**src/rtl/avr_pkg.sv**
```systemverilog
// Shared constants, FSM encoding and two-word opcode decode for the AVR fetch unit.
package avr_pkg;

  localparam logic [15:0] NOP_WORD_DEF = 16'h0000;

  // JMP/CALL: 1001_010x_xxxx_11xx    LDS/STS: 1001_00xx_xxxx_0000
  localparam logic [15:0] JMP_CALL_MASK  = 16'hFE0C;
  localparam logic [15:0] JMP_CALL_MATCH = 16'h940C;
  localparam logic [15:0] LDS_STS_MASK   = 16'hFC0F;
  localparam logic [15:0] LDS_STS_MATCH  = 16'h9000;

  typedef enum logic [1:0] {
    ST_FILL  = 2'd0,
    ST_RUN   = 2'd1,
    ST_WORD2 = 2'd2,
    ST_FLUSH = 2'd3
  } fetch_state_t;

  function automatic logic is_two_word(input logic [15:0] w);
    return ((w & JMP_CALL_MASK) == JMP_CALL_MATCH) ||
           ((w & LDS_STS_MASK)  == LDS_STS_MATCH);
  endfunction

endpackage

```
**src/rtl/avr_fetch_skid.sv**
```systemverilog
// One-entry hold buffer: captures the in-flight memory word on the first stalled
// edge and replays it on the release edge so nothing is lost while fetch_pc is held.
module avr_fetch_skid #(
  parameter int W = 16
) (
  input  logic         i_clk,
  input  logic         i_rst,
  input  logic         i_flush,
  input  logic         i_stall,
  input  logic [W-1:0] i_data,
  output logic [W-1:0] o_data
);

  logic         r_full;
  logic [W-1:0] r_word;

  always_ff @(posedge i_clk) begin
    if (i_rst || i_flush) begin
      r_full <= 1'b0;
      r_word <= '0;
    end else if (i_stall) begin
      if (!r_full) begin
        r_full <= 1'b1;
        r_word <= i_data;
      end
    end else begin
      r_full <= 1'b0;
    end
  end

  assign o_data = r_full ? r_word : i_data;

endmodule

```
**src/rtl/avr_fetch.sv**
```systemverilog
// AVR instruction fetch: sequential program-memory addressing, two-word opcode
// assembly, branch redirect with two bubbles, and stall with skid replay.
//
// state | meaning
// FILL  | just out of reset; first word still in flight, incoming word discarded
// RUN   | streaming; each word is decoded and issued (or latched if two-word)
// WORD2 | first half of a two-word opcode held, waiting for its operand word
// FLUSH | after a redirect; discarding the second stale word
module avr_fetch
  import avr_pkg::*;
#(
  parameter int          PC_W     = 16,
  parameter logic [15:0] NOP_WORD = NOP_WORD_DEF
) (
  input  logic            CLK,
  input  logic            RST,
  output logic [PC_W-1:0] p_addr,
  input  logic [15:0]     p_data,
  input  logic            stall,
  input  logic            br_valid,
  input  logic [PC_W-1:0] br_target,
  output logic [15:0]     instr,
  output logic [15:0]     instr_k,
  output logic            instr_valid,
  output logic [PC_W-1:0] instr_pc
);

  fetch_state_t    r_state;
  logic [PC_W-1:0] r_fetch_pc;
  logic [PC_W-1:0] r_data_pc;
  logic [15:0]     r_instr;
  logic [15:0]     r_instr_k;
  logic            r_instr_valid;
  logic [PC_W-1:0] r_instr_pc;
  logic [15:0]     r_first;
  logic [PC_W-1:0] r_first_pc;

  fetch_state_t    w_state_nxt;
  logic [PC_W-1:0] w_fetch_pc_nxt;
  logic [PC_W-1:0] w_data_pc_nxt;
  logic [15:0]     w_instr_nxt;
  logic [15:0]     w_instr_k_nxt;
  logic            w_instr_valid_nxt;
  logic [PC_W-1:0] w_instr_pc_nxt;
  logic [15:0]     w_first_nxt;
  logic [PC_W-1:0] w_first_pc_nxt;
  logic [15:0]     w_word;

  avr_fetch_skid #(.W(16)) u_skid (
    .i_clk   (CLK),
    .i_rst   (RST),
    .i_flush (br_valid),
    .i_stall (stall),
    .i_data  (p_data),
    .o_data  (w_word)
  );

  always_comb begin
    w_state_nxt       = r_state;
    w_fetch_pc_nxt    = r_fetch_pc;
    w_data_pc_nxt     = r_data_pc;
    w_instr_nxt       = r_instr;
    w_instr_k_nxt     = r_instr_k;
    w_instr_valid_nxt = r_instr_valid;
    w_instr_pc_nxt    = r_instr_pc;
    w_first_nxt       = r_first;
    w_first_pc_nxt    = r_first_pc;

    if (br_valid) begin
      w_state_nxt       = ST_FLUSH;
      w_fetch_pc_nxt    = br_target;
      w_data_pc_nxt     = r_fetch_pc;
      w_instr_nxt       = NOP_WORD;
      w_instr_k_nxt     = 16'h0000;
      w_instr_valid_nxt = 1'b0;
    end else if (!stall) begin
      // r_data_pc always names the address whose word is consumed this edge
      w_fetch_pc_nxt    = r_fetch_pc + 1'b1;
      w_data_pc_nxt     = r_fetch_pc;
      w_instr_nxt       = NOP_WORD;
      w_instr_k_nxt     = 16'h0000;
      w_instr_valid_nxt = 1'b0;
      case (r_state)
        ST_FILL, ST_FLUSH: begin
          w_state_nxt = ST_RUN;
        end
        ST_RUN: begin
          if (is_two_word(w_word)) begin
            w_first_nxt    = w_word;
            w_first_pc_nxt = r_data_pc;
            w_state_nxt    = ST_WORD2;
          end else begin
            w_instr_nxt       = w_word;
            w_instr_valid_nxt = 1'b1;
            w_instr_pc_nxt    = r_data_pc;
          end
        end
        ST_WORD2: begin
          w_instr_nxt       = r_first;
          w_instr_k_nxt     = w_word;
          w_instr_valid_nxt = 1'b1;
          w_instr_pc_nxt    = r_first_pc;
          w_state_nxt       = ST_RUN;
        end
        default: begin
          w_state_nxt = ST_FILL;
        end
      endcase
    end
  end

  always_ff @(posedge CLK) begin
    if (RST) begin
      r_state       <= ST_FILL;
      r_fetch_pc    <= '0;
      r_data_pc     <= '0;
      r_instr       <= NOP_WORD;
      r_instr_k     <= 16'h0000;
      r_instr_valid <= 1'b0;
      r_instr_pc    <= '0;
      r_first       <= NOP_WORD;
      r_first_pc    <= '0;
    end else begin
      r_state       <= w_state_nxt;
      r_fetch_pc    <= w_fetch_pc_nxt;
      r_data_pc     <= w_data_pc_nxt;
      r_instr       <= w_instr_nxt;
      r_instr_k     <= w_instr_k_nxt;
      r_instr_valid <= w_instr_valid_nxt;
      r_instr_pc    <= w_instr_pc_nxt;
      r_first       <= w_first_nxt;
      r_first_pc    <= w_first_pc_nxt;
    end
  end

  assign p_addr      = r_fetch_pc;
  assign instr       = r_instr;
  assign instr_k     = r_instr_k;
  assign instr_valid = r_instr_valid;
  assign instr_pc    = r_instr_pc;

endmodule
```
**config.mk**
```make
export PLATFORM = sky130hd
export DESIGN_NAME = avr_fetch
export DESIGN_NICKNAME = d
export VERILOG_FILES = /design/src/rtl/avr_pkg.sv /design/src/rtl/avr_fetch_skid.sv /design/src/rtl/avr_fetch.sv
export SDC_FILE = /design/constraint.sdc
export NUM_CORES = 1
export LEC_CHECK = 0
export ABC_CLOCK_PERIOD_IN_PS = 5100
export BUFFER_PORTS_ARGS = -buffer_cell sky130_fd_sc_hd__buf_2
export CORE_ASPECT_RATIO = 1.25
export CORE_MARGIN = 1.5
export CORE_UTILIZATION = 55
export CTS_BUF_LIST = sky130_fd_sc_hd__clkbuf_8
export DETAILED_ROUTE_END_ITERATION = 10
export HOLD_SLACK_MARGIN = 0.15
export PLACE_DENSITY = 0.81
export SLEW_MARGIN = 20
export SYNTH_ARGS = -nofsm -noshare
export SYNTH_HDL_FRONTEND = slang
export SYNTH_SLANG_ARGS = --single-unit
```
**constraint.sdc**
```tcl
create_clock -name CLK -period 5.1 [get_ports CLK]
set_clock_uncertainty 0.05 [all_clocks]
set_input_delay 0.51 -clock CLK [delete_from_list [all_inputs] [get_ports CLK]]
set_output_delay 0.51 -clock CLK [all_outputs]
set_load 0.02 [all_outputs]
```
After elaboration in Yosys (flattened, before gate mapping)
Index checks and enable logic that the tools add are counted.
Widths: inputs -> output; s select.
{"block": "classes", "n_mux": 17, "addsub": 1, "eq_ne": 8, "n_bitwise": 2, "n_reduce_logical": 9}
{"operator": "$mux 16", "count": 8}
{"operator": "$pmux 16 s2", "count": 2}
{"operator": "$add 16x1->16 const B", "count": 1}
{"operator": "$eq 10x10->1 const B", "count": 1}
{"operator": "$eq 9x9->1 const B", "count": 1}
{"operator": "$reduce_and 4->1", "count": 2}
{"operator": "$mux 2", "count": 3}
{"operator": "$eq 2x2->1 const B", "count": 2}
{"operator": "$pmux 2 s2", "count": 1}
{"operator": "$ne 3x3->1 const B", "count": 1}
{"operator": "$reduce_or 3->1", "count": 1}
{"operator": "$eq 2x1->1 const B", "count": 1}
{"operator": "$logic_not 2->1", "count": 1}
{"operator": "$logic_or 1x1->1", "count": 2}
{"operator": "$mux 1", "count": 2}
{"operator": "$ne 2x1->1 const B", "count": 1}
{"operator": "$ne 2x2->1 const B", "count": 1}
{"operator": "$not 1->1", "count": 2}
{"operator": "$pmux 1 s2", "count": 1}
{"operator": "$reduce_and 2->1", "count": 1}
{"operator": "$reduce_bool 2->1", "count": 1}
{"operator": "$reduce_or 2->1", "count": 1}
{"block": "word_totals", "register_bits": 132, "output_inout_bits": 65}

Logic depth before layout (Yosys ltp)
Gate-level depths: netlist of run 1.
{"block": "depth", "depth_word": 7, "mapped_depth": 8, "depth_no_buf": 6}

Cells and area by module
A second synthesis of run 1 with hierarchy kept.
{"block": "hier_totals", "hier_cells": 692, "hier_area_um2": 5959.5}
{"module": "avr_fetch", "seq_area_each_um2": 2302.2, "cells_per_inst": 598, "instances": 1, "area_per_inst_um2": 5104.9}
{"module": "avr_fetch_skid", "seq_area_each_um2": 340.3, "cells_per_inst": 94, "instances": 1, "area_per_inst_um2": 854.6}

Worst setup path before layout of run 1
OpenSTA, ideal clock, no wires.
{"block": "synth_path", "path_kind": "in2reg", "startpoint": "input port p_data[9]", "endpoint": "register r_instr_pc[10], in the netlist instr_pc[10]", "arrival_time_ps": 1973, "required_ps": 4928, "setup_time_ps": 122, "path_buffers": 2, "slack_ps": 2955, "stages": 7, "path_cell_list": "inv_1 > a41oi_1 > a211oi_2 > and3b_1 > buf_6 > buf_12 > o32a_1"}
{"block": "synth_between", "elab_chain_len": 5}
{"element": "start: declaration", "line_no": "avr_fetch.sv:18", "source": "input logic [15:0] p_data,"}
{"element": "$mux 16"}
{"element": "$eq 9x9->1", "line_no": "avr_pkg.sv:20", "source": "return ((w & JMP_CALL_MASK) == JMP_CALL_MATCH) ||"}
{"element": "$logic_or 1x1->1", "line_no": "avr_pkg.sv:20"}
{"element": "$ne 2x2->1 (no source line)"}
{"element": "$reduce_and 4->1 (no source line)"}
{"element": "end signal: assignment", "line_no": "avr_fetch.sv:130", "source": "r_instr_pc <= w_instr_pc_nxt;"}
{"element": "end: declaration", "line_no": "avr_fetch.sv:34", "source": "logic [PC_W-1:0] r_instr_pc;"}
Every way passes these cells.
A chain may end at the register's enable or synchronous reset.

Final worst setup path of run 1
{"block": "layout_path", "startpoint": "register r_state[1]", "endpoint": "register r_instr[14], in the netlist instr[14]"}
{"block": "layout_between", "elab_chain_len": 2}
{"element": "start: declaration", "line_no": "avr_fetch.sv:28", "source": "fetch_state_t r_state;"}
{"element": "start signal: assignment", "line_no": "avr_fetch.sv:124", "source": "r_state <= w_state_nxt;"}
{"element": "$eq 2x2->1 / $eq 2x1->1 (equally long branches)", "line_no": "avr_fetch.sv:83", "source": "case (r_state)"}
{"element": "$pmux 16 s2 (*)", "line_no": "avr_fetch.sv:83"}
{"element": "end signal: assignment", "line_no": "avr_fetch.sv:127", "source": "r_instr <= w_instr_nxt;"}
{"element": "end: declaration", "line_no": "avr_fetch.sv:31", "source": "logic [15:0] r_instr;"}
Mark *: on every way between the ends. The rest lies on a longest branch, timed or not.

==> out/results.ini, run 1 <==
[sta]
tightest_slew_ps = 1068
layout_setup_ws_ps = 1894
relSlewSlack = 0.2877
period_needed_ps = 3206
rsz0062_at_grt = false
finalSetupViolations = 0
hold_viol = 0
finalSetupTns_ps = 0
final_max_slew_viol_count = 0
holdWs_ps = 245.7
max_freq_mhz = 311.9
min_period_over_period = 0.6287

[floorplan]
dieArea_sq_mm = 0.01096
core.rowCount = 41
start_util = 0.5656
design.core.area_sq_mm = 0.01005
ios = 101
die_h_um = 116.7
dieWidth_um = 93.95

[clock_network]
clkLatencyLatePin_ps = 450
clk_pin_slew_ps = 70
clock-sinks = 132
cts_setup_buffers = 0
post_cts_resized = 0
cts.hold.buffers_added = 0
cts-root-buf = clkbuf_8
numCtsBuffers = 17
clockBufferDepth = 2
htree_levels = 4
cts_tree = done

[route]
routedWlPerCell_um = 17.52
vias_per_cell = 6.000
dr.first_iter.drc_count = 404
vias = 4968
drt_first_pass_iters = 5
ant_nets = 0
drc = 0
routed_wl_um = 14510

[synthesis]
synth_cells = 615
yosys_warnings = 0
synth-edff-count = 0
syn-cell-area_sq_mm = 0.005687
ys_async_sr_fraction = 0
synthesis.nets = 654
synth_area_leaders = dfxtp_1 (46%), mux2i_1 (4.6%), nand2_1 (4.4%)
yosysTopAreaCell = dfxtp_1
synth_seq_area_share = 0.4647
synth_cell_type_count = 51
synth_ff_type = dfxtp_1
synth_top_area_frac = 0.4647
postSynthAreaPerCell_sq_um = 9.247
synth-seq-cells = 132

[placed_design]
place_ws_ps = 1975
gp_congestion = 0.8147
post_dp_cell_area_sq_mm = 0.006127
hpwl_um = 9729
port-buffer-count = 100

[cells_and_area]
final_nets = 725
fin_area_sq_mm = 0.006551
final_layout_size_suffix_gt1_frac = 0.2389
final_common_cell = dfxtp_1
diodes = 0
syn2layout_area_growth_pct = 15.20
layout_common_cells = dfxtp_1 (132), buf_2 (100), nand2_1 (67), nor2_1 (46), a21oi_1 (42)

[global_route]
grt_max_degree = 86
grtUsageTotal = 0.2777
grt.overflow.total = 0
grt_pass1_vias = 4761
grt_pass1_wl_um = 23540
antenna_found_initial = 0

[pwr]
p_total_mw = 2.287
power_density_mw_per_mm2 = 349.1
p_leak_nw = 2.523
ir_drop_uv = 249.5

[critical_path]
endpoint_kind = register
critPathKind = register to register
cp_data_arrival_time_ps = 3530
cp-start-kind = register
path_max_fanout = 34
crit_required_ps = 5420

[hold_path]
hold_path_class = input port to register

[run_status]
outcome = finished, final reports clean

[flow_run]
maxCapViolations = 0

through the flow:
| stage | util | std cells |
|---|---|---|
| 6_report | 0.6516 | 828 |
| 5_1_grt | 0.6516 | 828 |
| 4_1_cts | 0.6513 | 828 |
| 3_5_place_dp | 0.6094 | 796 |
| 3_3_place_gp | 0.6089 | 796 |
| 2_1_floorplan | - | 615 |
state kept, by name, summed over array words and instances (netlist names):
register       cells
instr             16
instr_k           16
instr_pc          16
p_addr            16
r_data_pc         16
r_first           16
r_first_pc        16
u_skid.r_word     16
r_state            2
instr_valid        1
u_skid.r_full      1
routing by layer:
| layer | wire length, um | share of wire | vias up | global-route usage |
|---|---|---|---|---|
| li1 | - | - | 2380 | - |
| met1 | 5918 | 0.41 | 2355 | 0.3329 |
| met2 | 7233 | 0.50 | 194 | 0.4662 |
| met3 | 860 | 0.059 | 39 | 0.06966 |
| met4 | 495 | 0.034 | 0 | 0.1323 |
| met5 | 0 | 0 | - | 0 |
area by class of cell:
type | count | area (sq um)
repair buffers | 104 | 530.5
clock buffers | 21 | 289.0
well taps | 129 | 161.4
multi-input cells | 426 | 2776
clock inverters | 11 | 132.6
inverters | 5 | 18.77
flip-flops and latches | 132 | 2643
fillers | 887 | 3503
cell families after synthesis:
family / synth area share
simple gates: 0.1897
xor+xnor: 0.02156
fa+ha+maj: 0.006601
buf+inv: 0.04885
flops: 0.4647
compound gates: 0.2229
mux: 0.04576
cells in the mapped netlist (all sizes together), types with 2 or more instances:
master / number
nand4b: 2
nand2: 67
xnor2: 12
dfxtp: 132
clkbuf: 30
o31ai: 17
o21ai: 36
buf: 22
xor2: 2
a21oi: 42
nor3: 19
and3: 2
a22oi: 17
ha: 3
o32a: 16
and4bb: 2
a31oi: 8
mux2i: 26
and4: 2
nor4b: 2
nor3b: 19
nand4: 19
nor2b: 18
nand3: 3
a211oi: 29
and3b: 2
inv: 5
nor2: 49
worst max-delay path: stages (launching register included):
cell and delay, ps:
dfxtp_1 380, ha_1 890, nand3b_1 690, nor2_2 830, a22oi_1 190, o21ai_2 110
final timing paths:
| path | cells past startpoint | slack, ps | from | to |
|---|---|---|---|---|
| worst min-delay path | 3 | 250 | br_target[1] | p_addr[1]$_SDFFE_PP0P_ |
| worst min register to register | 2 | 410 | instr_k[9]$_SDFFE_PP0N_ | instr_k[9]$_SDFFE_PP0N_ |
| worst max-delay path | 5 | 1890 | r_state[1]$_SDFFE_PP0P_ | instr[14]$_SDFFE_PP0N_ |
| worst max register to register | 5 | 1890 | r_state[1]$_SDFFE_PP0P_ | instr[14]$_SDFFE_PP0N_ |
power breakdown:
group          leakage [nW]  total [mW]  internal, mW  switching (mW)
logic                  1.23       0.257        0.0929           0.164
registers              1.07        1.11          1.07          0.0341
clock network         0.220       0.924         0.528           0.396
total                  2.52        2.29          1.69           0.594
Power figures use the tool's default switching activity.
==> inputs of run 2 (changes only) <==
Settings changed: ABC_CLOCK_PERIOD_IN_PS 5100 to 3100.
Clock period 5.1 ns to 3.1 ns, I/O delays scaled along.
==> out/results.ini, run 2 (synthesis results as in run 1) <==
[clock_network]
htree_levels = 4
numCtsBuffers = 17
clk_pin_slew_ps = 70
cts-root-buf = clkbuf_8
clkLatencyLatePin_ps = 440
clock-sinks = 132
cts_tree = done
clockBufferDepth = 2

[route]
vias_per_cell = 5.956
ant_nets = 0
routed_wl_um = 14590
drc = 0
drt_first_pass_iters = 5
dr.first_iter.drc_count = 396
routedWlPerCell_um = 17.03
vias = 5104

[floorplan]
start_util = 0.5656
die_h_um = 116.7
design.core.area_sq_mm = 0.01005
core.rowCount = 41
ios = 101
dieWidth_um = 93.95
dieArea_sq_mm = 0.01096

[critical_path]
critPathKind = input port to register
cpMaxStageDelayCell = a22oi_2
rrSetupSlack_ps = 640
path_cells = dlygate4sd3_1 -> buf_2 -> and4bb_2 -> a22oi_2 -> buf_4 -> a21oi_1 -> o21ai_2 -> o32a_1
r2r_cells = 6
cp-start-kind = input port
regToRegEndpoint = r_first[7]$_SDFFE_PP0P_
cp_top_family = compound AO/OA/AOI/OAI gates
r2r-start = r_state[1]$_SDFFE_PP0P_
cpPeakStageDelay_ps = 570
path_max_fanout = 16
endpoint_kind = register
crit_required_ps = 3430
crit_buf_inv = 3
cp_data_arrival_time_ps = 2840

[cells_and_area]
final_layout_size_suffix_gt1_frac = 0.2418
diodes = 0
final_common_cell = dfxtp_1
layout_common_cells = dfxtp_1 (132), buf_2 (100), nand2_1 (67), nor2_1 (47), a21oi_1 (42)
syn2layout_area_growth_pct = 20.73
final_nets = 755

[sta]
hold_viol = 0
tightest_slew_ps = 1053
min_period_over_period = 0.8070
rsz0062_at_grt = false
period_needed_ps = 2502
finalSetupViolations = 0
final_max_slew_viol_count = 0
finalSetupTns_ps = 0
holdWs_ps = 171.4
max_freq_mhz = 399.7
relSlewSlack = 0.2952

[placed_design]
gp_congestion = 0.9095
hpwl_um = 9624
port-buffer-count = 100

[global_route]
busiest_layer = met2
antenna_found_initial = 0
grtUsageTotal = 0.2741
use_met2 = 0.4894
grt_max_degree = 86
use_met3 = 0.06836
grt.overflow.total = 0
grt_pass1_wl_um = 23460
met1_usage = 0.3133
grt_pass1_vias = 4898

[pwr]
power_density_mw_per_mm2 = 573.6
ir_drop_uv = 376.5
p_leak_nw = 2.658

[run_status]
outcome = finished, final reports clean

[hold_path]
hold_path_end = instr[11]$_SDFFE_PP0N_
hold_path_class = input port to register
hold_depth = 3
hp-start = p_data[11]

[flow_run]
maxCapViolations = 0

[run 2: cell types whose count changed in the layout (fill, tap and decap cells not counted), moves of 3 or more]
cell	delta
buf_4	+9
clkinv_2	-3
clkinv_4	+3
dlygate4sd3_1	+21
[run 2: worst min-delay path, cell delays in order]
cell and delay [ps]:
buf_2 100, mux2i_1 110, o21ai_2 120
[run 2: worst max-delay path by stage]
stage | from | end | depth (start not counted)
2_1_floorplan | u_skid.r_word[1]$_SDFFE_PP0P_ | r_first_pc[10]$_SDFFE_PP0P_ | 7
3_5_place_dp | br_valid | instr[7]$_SDFFE_PP0N_ | 7
3_3_place_gp | br_valid | instr[12]$_SDFFE_PP0N_ | 7
4_1_cts | p_data[15] | instr_pc[2]$_SDFFE_PP0P_ | 8
6_report | p_data[15] | instr_pc[7]$_SDFFE_PP0P_ | 8
5_1_grt | r_state[1]$_SDFFE_PP0P_ | r_first[9]$_SDFFE_PP0P_ | 6
[run 2: area by class of cell]
cell class,instances,area (sq um)
well taps,129,161.4
flip-flops and latches,132,2643
clock buffers,19,261.5
fillers,844,3189
repair buffers,134,808.3
clock inverters,12,203.9
multi-input cells,426,2769
inverters,5,18.77
[run 2: layer usage]
metal,part of all wire,wire length [um]
met1,0.39,5653
met2,0.52,7625
met3,0.068,992
met4,0.022,321
met5,0,0
[run 2: timing repair]
action	in CTS	in global routing
setup buffers	0	0
resized for setup	0	0
hold buffers	21	0
hold endpoints to repair	21	0
[run 2: per-stage QoR]
stage	util	area, sq um	setup WS (ps)	instances	total power [mW]
2_1_floorplan	-	5687	1085	615	2.143
3_3_place_gp	0.6156	6190	758.5	805	2.271
3_5_place_dp	0.6156	6190	680.0	805	2.285
4_1_cts	0.6828	6865	656.8	857	3.951
5_1_grt	0.6828	6865	433.8	857	4.073
6_report	0.6828	6865	598.4	857	3.938
[run 2: power breakdown]
group	leakage [nW]	internal, mW	switching, mW
Clock	0.224	0.997	0.672
Sequential	1.07	1.76	0.0565
Combinational	1.36	0.176	0.274
==> inputs of run 3 (changes only) <==
Settings changed: ABC_CLOCK_PERIOD_IN_PS 3100 to 2150, CORE_UTILIZATION 55 to 52, PLACE_DENSITY 0.81 to 0.8.
Clock period 3.1 ns to 2.15 ns, I/O delays scaled along.
==> out/results.ini, run 3 (synthesis results as in run 1) <==
[global_route]
grt_pass1_vias = 5209
antenna_found_initial = 0
grt_pass1_wl_um = 25310
grt.overflow.total = 0
grt_max_degree = 55
grtUsageTotal = 0.2805

[cells_and_area]
fin_util = 0.6765
fill_cells = 833
final_layout_size_suffix_gt1_frac = 0.2645
diodes = 0
layout_common_cells = dfxtp_1 (132), buf_2 (100), nand2_1 (67), nor2_1 (47), a21oi_1 (42)
final_common_cell = dfxtp_1
final_nets = 786
instances_no_fill = 892
syn2layout_area_growth_pct = 26.27

[placed_design]
dp_cells = 827
place_ws_ps = 12.23
gp_congestion = 0.8341
hpwl_um = 10210
port-buffer-count = 100

[clock_network]
clk_pin_slew_ps = 80
htree_levels = 4
cts_setup_buffers = 0
clockBufferDepth = 2
cts_tree = done
cts-root-buf = clkbuf_8
clock-sinks = 132
numCtsBuffers = 17
clkLatencyLatePin_ps = 450

[sta]
finalSetupTns_ps = 0
max_freq_mhz = 471.4
final_max_slew_viol_count = 0
tightest_slew_ps = 1088
hold_viol = 0
layout_setup_ws_ps = 28.74
min_period_over_period = 0.9866
relSlewSlack = 0.2722
period_needed_ps = 2121
finalSetupViolations = 0

[critical_path]
cp_top_family = compound AO/OA/AOI/OAI gates
path_cells = or4_4 -> o211a_4 -> o21a_2 -> buf_6 -> o31ai_2 -> a21oi_1
endpoint_kind = register
r2r_cells = 6
cp-start-kind = register
cp.depth = 6
critPathKind = register to register
crit_buf_inv = 1
cpMaxStageDelayCell = or4_4
cpPeakStageDelay_ps = 520
cp_data_arrival_time_ps = 2400
path_max_fanout = 11
crit_required_ps = 2420

[pwr]
power_density_mw_per_mm2 = 785.8
p_total_mw = 5.643
ir_drop_uv = 482.1
p_leak_nw = 2.808

[route]
vias = 5320
routedWlPerCell_um = 17.81
drc = 0
routed_wl_um = 15890
ant_nets = 0
drt_first_pass_iters = 6
vias_per_cell = 5.964
dr.first_iter.drc_count = 392

[floorplan]
dieWidth_um = 96.54
design.core.area_sq_mm = 0.01062
die_h_um = 119.9
start_util = 0.5357
ios = 101
dieArea_sq_mm = 0.01158
core.rowCount = 42

[run_status]
outcome = finished, final reports clean

[hold_path]
hold_depth = 3
hold_path_class = input port to register

[flow_run]
maxCapViolations = 0

==> run 3: path summary, 6_finish.rpt <==
kind,startpoint,end,slack [ps]
worst min-delay path,RST,r_first_pc[11]$_SDFFE_PP0P_,210
worst min register to register,instr_k[12]$_SDFFE_PP0N_,instr_k[12]$_SDFFE_PP0N_,410
worst max-delay path,u_skid.r_word[2]$_SDFFE_PP0P_,r_first_pc[0]$_SDFFE_PP0P_,30
worst max register to register,u_skid.r_word[2]$_SDFFE_PP0P_,r_first_pc[0]$_SDFFE_PP0P_,30
==> run 3: per-layer routing <==
layer,vias up,track usage,routed length (um)
li1,2501,-,-
met1,2568,0.3359,6165
met2,209,0.4760,8428
met3,42,0.06717,929
met4,0,0.1069,365
met5,-,0,0
==> run 3: area by class of cell <==
type                       count  area (sq um)  area share
clock buffer                  17         234.0     0.03258
clock inverter                15         202.7     0.02823
inverter                       5         18.77    0.002614
multi-input combinational    426          2798      0.3896
sequential                   132          2643      0.3680
tap                          132         165.2     0.02300
timing repair buffer         165          1120      0.1559
==> run 3: timing repair <==
item	in CTS	in global routing
gates cloned	0	0
hold buffers	33	0
endpoints found under the setup margin	1	23
endpoints found under the hold margin	49	0
gates resized for setup	1	8
==> run 3: where the power goes <==
part           switching [mW]  internal (mW)
Clock                    1.04           1.27
Combinational           0.414          0.292
Sequential             0.0832           2.54
==> run 3: per-stage QoR <==
stage	hold WS (ps)	instance area, sq um
after detailed placement	388.5	6374
after floorplan	307.7	5687
after global routing	214.6	7181
final	209.6	7181
after global placement	386.0	6374
after CTS	181.4	7142
==> run 3: tightest hold or removal path: stages <==
cell,delay [ps]
buf_2,130
buf_12,190
a21oi_1,130
